**src/rtl/ca_sched.sv**
```systemverilog
// ca_sched: generation scheduler and row-memory write arbiter for the CA row generator.
// Seeds half 0 after reset, then runs one generation per trigger and flips the display half.
module ca_sched #(
    parameter int          WORDS      = 80,
    parameter int          GEN_CYCLES = 86,
    parameter int          TICK_DIV   = 1,
    parameter int          SEED_WORD  = 40,
    parameter logic [15:0] SEED_VALUE = 16'h8000
) (
    input  logic        clk,
    input  logic        rst,
    input  logic        enable,
    input  logic        step_req,
    input  logic        frame_tick,
    output logic        gen_start,
    output logic        gen_dir,
    input  logic        gen_write,
    input  logic [7:0]  gen_waddr,
    input  logic [15:0] gen_wdata,
    output logic        mem_write,
    output logic [7:0]  mem_waddr,
    output logic [15:0] mem_wdata,
    output logic        disp_half,
    output logic        busy,
    output logic        overrun,
    output logic [15:0] gen_count
);
    localparam logic [2:0]  INIT   = 3'd0;
    localparam logic [2:0]  IDLE   = 3'd1;
    localparam logic [2:0]  START  = 3'd2;
    localparam logic [2:0]  RUN    = 3'd3;
    localparam logic [2:0]  SWAP   = 3'd4;
    localparam logic [7:0]  LAST_W = 8'(WORDS - 1);
    localparam logic [7:0]  SEED_A = 8'(SEED_WORD);
    localparam logic [15:0] LAST_T = 16'(TICK_DIV - 1);
    localparam logic [15:0] RUN_LD = 16'(GEN_CYCLES - 1);

    logic [2:0]  state;
    logic [7:0]  init_addr;
    logic [15:0] tick_cnt;
    logic [15:0] run_cnt;
    logic        tick_ok;
    logic        tick_last;
    logic        trig;

    always_comb begin
        tick_ok   = enable && frame_tick;
        tick_last = tick_cnt == LAST_T;
        trig      = enable ? tick_ok && tick_last : step_req;
        busy      = state != IDLE;
        gen_dir   = disp_half;
        // generator writes reach memory only while a run is in progress
        mem_write = state == INIT || (state == RUN && gen_write);
        mem_waddr = state == RUN ? gen_waddr : state == INIT ? init_addr : 8'd0;
        mem_wdata = state == RUN ? gen_wdata :
                    (state == INIT && init_addr == SEED_A) ? SEED_VALUE : 16'd0;
    end

    always_ff @(posedge clk) begin
        if (rst) begin
            state     <= INIT;
            init_addr <= 8'd0;
            tick_cnt  <= 16'd0;
            run_cnt   <= 16'd0;
            gen_start <= 1'b0;
            disp_half <= 1'b0;
            overrun   <= 1'b0;
            gen_count <= 16'd0;
        end else begin
            gen_start <= state == IDLE && trig;
            if (tick_ok && state != IDLE && state != INIT)
                overrun <= 1'b1;
            case (state)
                INIT: begin
                    init_addr <= init_addr + 8'd1;
                    if (init_addr == LAST_W)
                        state <= IDLE;
                end
                IDLE: begin
                    if (tick_ok)
                        tick_cnt <= tick_last ? 16'd0 : tick_cnt + 16'd1;
                    if (trig)
                        state <= START;
                end
                START: begin
                    run_cnt <= RUN_LD;
                    state   <= RUN;
                end
                RUN: begin
                    run_cnt <= run_cnt - 16'd1;
                    if (run_cnt == 16'd0)
                        state <= SWAP;
                end
                SWAP: begin
                    disp_half <= ~disp_half;
                    gen_count <= gen_count + 16'd1;
                    state     <= IDLE;
                end
                default: state <= INIT;
            endcase
        end
    end
endmodule

```
**config.mk**
```make
export PLATFORM = sky130hd
export DESIGN_NAME = ca_sched
export DESIGN_NICKNAME = d
export VERILOG_FILES = /design/src/rtl/ca_sched.sv
export SDC_FILE = /design/constraint.sdc
export NUM_CORES = 1
export LEC_CHECK = 0
export CAP_MARGIN = 30
export CORE_MARGIN = 3
export CORE_UTILIZATION = 32
export DETAILED_ROUTE_END_ITERATION = 8
export DONT_BUFFER_PORTS = 1
export PLACE_DENSITY = 0.53
export SYNTH_ARGS = -nofsm -noshare
export SYNTH_HDL_FRONTEND = slang
export SYNTH_SLANG_ARGS = --single-unit
```
**constraint.sdc**
```tcl
create_clock -name clk -period 2.4 [get_ports clk]
set_input_delay 0.24 -clock clk [delete_from_list [all_inputs] [get_ports clk]]
set_output_delay 0.24 -clock clk [all_outputs]
set_load 0.05 [all_outputs]
```
==> results.sh <==
export IMPL_run_status="completed"
export IMPL_end_kind="output port"
export IMPL_hold_depth=3
export IMPL_drtIter0Drc=64
export IMPL_start_kind="register"
export IMPL_dieHeight_um=104
export IMPL_layout_drive_gt1_share_pct=17.0
export IMPL_coreArea_um2=9280
export IMPL_gr_total_overflow=0
export IMPL_dieArea_um2=10800
export IMPL_grt_max_degree=47
export IMPL_cp_startpoint="state[2]"
export IMPL_clk_pin_slew_ns=0.07
export IMPL_start_util_pct=33.2
export IMPL_worstPathRequired_ns=2.16
export IMPL_antenna_found_initial=0
export IMPL_grt_pass1_wl_um=12700
export IMPL_critPathBufInv=3
export IMPL_dpl_cell_count=523
export IMPL_maxCapViolations=0
export IMPL_period_share_pct=87.4
export IMPL_drc_errors=0
export IMPL_finalHoldViolations=0
export IMPL_cts_root_buffer="clkbuf_8"
export IMPL_synthArstFlopShare_pct=0
export IMPL_drtAntennaViolNets=0
export IMPL_areaGrowthSynthToFinish_pct=22.5
export IMPL_hpwl_um=5190
export IMPL_hp_class="input pin to register"
export IMPL_rsz0062_at_grt="false"
export IMPL_dr_pass1_iters=4
export IMPL_cpPeakStageDelay_ns=0.33
export IMPL_htree_levels=3
export IMPL_cts_path_max_buffers=2
export IMPL_cp_arrival_ns=1.86
export IMPL_maxSlewHeadroom_pct=56.5
export IMPL_gp_congestion=0.761
export IMPL_grt_pass1_vias=2618
export IMPL_cts_num_sinks=62
export IMPL_avgSynthCellArea_um2=8.39
export IMPL_fin_nets=443
export IMPL_syn_num_nets=403
export IMPL_yosysWarnings=0
export IMPL_path_common_cell="buf_4"
export IMPL_critPathMaxFanout=34
export IMPL_slew_violations=0
export IMPL_worstMarginPinSlew_ns=0.651
export IMPL_port_buffers=0
export IMPL_synth_edf_count=0
export IMPL_finalClockSkew_ns=0.00616
export IMPL_synthDistinctLibCells=48
export IMPL_most_common_layout_cells="62 x dfxtp_1, 47 x buf_4, 41 x nor2_1, 24 x a21oi_1, 21 x nand2_1"
export IMPL_multi_input_area_um2=1720
export IMPL_worst_path_max_delay_cell="buf_4"
export IMPL_ir_drop_v=0.000291
export IMPL_synth_area_um2=3080
export IMPL_r2r_end="tick_cnt[15]"
export IMPL_fillCellCount=965
export IMPL_wl_per_cell_um=13.7
export IMPL_rrSetupSlack_ns=0.34
export IMPL_critPathKind="register to output port"
export IMPL_final_seq_area_um2=1240
export IMPL_track_usage_pct=14.1
export IMPL_ys_ff_latch=62
export IMPL_fp_row_count=35
export IMPL_crit_family="buffers and inverters"
export IMPL_io_pin_count=76
export IMPL_setup_violations=0
export IMPL_worstHoldStart="rst"
export IMPL_layout_min_cycle_time_ns=2.10
export IMPL_num_antenna_cells=0
export IMPL_r2r_start="state[2]"
export IMPL_die_w_um=104
export IMPL_num_vias=2787
export IMPL_seq_area_frac_synth_pct=40.3
export IMPL_cts_buffers=9
export IMPL_routed_wl_um=7410
export IMPL_p_leak_nw=1.36
export IMPL_synthCells=367
export IMPL_reg2reg_depth=4
export IMPL_cts_tree="built"
export IMPL_finalSetupTns_ns=0
export IMPL_layout_cells_non_filler=541
export IMPL_drt_vias_per_instance=5.15
export IMPL_layout_commonest_cell="dfxtp_1"
export IMPL_path_cells="buf_4, and3b_1, buf_4, a22o_1, buf_4"
export IMPL_fmax_mhz=477
export IMPL_hold_end="state[1]"
export IMPL_postCtsSetupBuffers=0
export IMPL_insertion_delay_ns=0.34
export IMPL_powerDensity_nw_per_um2=567
export IMPL_synthFlopType="dfxtp_1"
## flip-flops by register name, indices dropped and copies added (netlist names)
signal,cells
disp_half,1
gen_count,16
gen_start,1
init_addr,8
overrun,1
run_cnt,16
state,3
tick_cnt,16
## metal layers
metal,global-route usage (%),part of all wire [%],routed length [µm],up-vias
li1,-,-,-,1416
met1,17.9,48,3540,1327
met2,22.9,47,3470,38
met3,5.03,4.6,340,6
met4,3.42,0.78,58,0
met5,0,0,0,-
## power breakdown
part | internal [mW] | switching, mW | leakage (nW) | total (mW)
Sequential | 1.03 | 0.00559 | 0.500 | 1.04
Clock | 0.609 | 0.416 | 0.108 | 1.03
Combinational | 0.0252 | 0.0504 | 0.755 | 0.0756
Total | 1.67 | 0.472 | 1.36 | 2.14
## final cells by class
class,instances,share of cell area [%]
multi-input combinational,274,45.6
sequential,62,32.9
timing repair buffer,49,10.2
tap,129,4.28
clock buffer,10,3.65
clock inverter,6,2.26
inverter,11,1.10
## timing repair
action                    CTS  global route
hold buffers                2             0
resized for setup           0             0
hold endpoints to repair   46             0
## Yosys cell counts (11+ instances only)
cell type	n	area (µm²)
dfxtp_1	62	1240
nor2_1	41	154
a21oi_1	24	120
nand2_1	21	78.8
and2_1	17	106
clkbuf_1	16	60.1
nand4_1	15	93.8
nand3_1	14	70.1
xnor2_1	14	123
nor3_1	13	65.1
inv_1	11	41.3
## through the flow
stage	hold WS, ns	cell area [µm²]	setup WS (ns)	total power, mW	util [%]
after global placement	0.314	3520	0.426	1.12	37.9
after floorplan	0.439	3080	0.263	1.11	-
after global routing	0.124	3770	0.168	2.22	40.6
after CTS	0.109	3770	0.290	2.18	40.6
final	0.125	3770	0.303	2.14	40.6
after detailed placement	0.317	3520	0.359	1.12	37.9
## worst max path at each step
| stage | endpoint | slack, ns | depth (start not counted) |
|---|---|---|---|
| global placement | tick_cnt[15] | 0.43 | 4 |
| CTS | mem_waddr[7] | 0.29 | 5 |
| floorplan | gen_count[15] | 0.26 | 5 |
| global route | mem_waddr[3] | 0.17 | 5 |
| finish | mem_waddr[5] | 0.30 | 5 |
| detailed placement | tick_cnt[13] | 0.36 | 4 |
## kinds of logic (layout without fill, tap and decap cells)
family,after synthesis,count (layout),share of synthesized area [%]
xor+xnor,24,24,6.83
buf+inv,31,76,3.94
flops,62,62,40.3
mux,5,5,1.71
fa+ha+maj,6,6,2.44
simple gates,171,171,30.2
compound gates,68,68,14.6
## tightest hold or removal path: cells and delay by family
kind / cells / cell delay [ns]
AO/OA/AOI/OAI: 2 / 0.16
AND/OR/NAND/NOR: 1 / 0.02
Note: power is estimated with default switching activity, not from simulation.
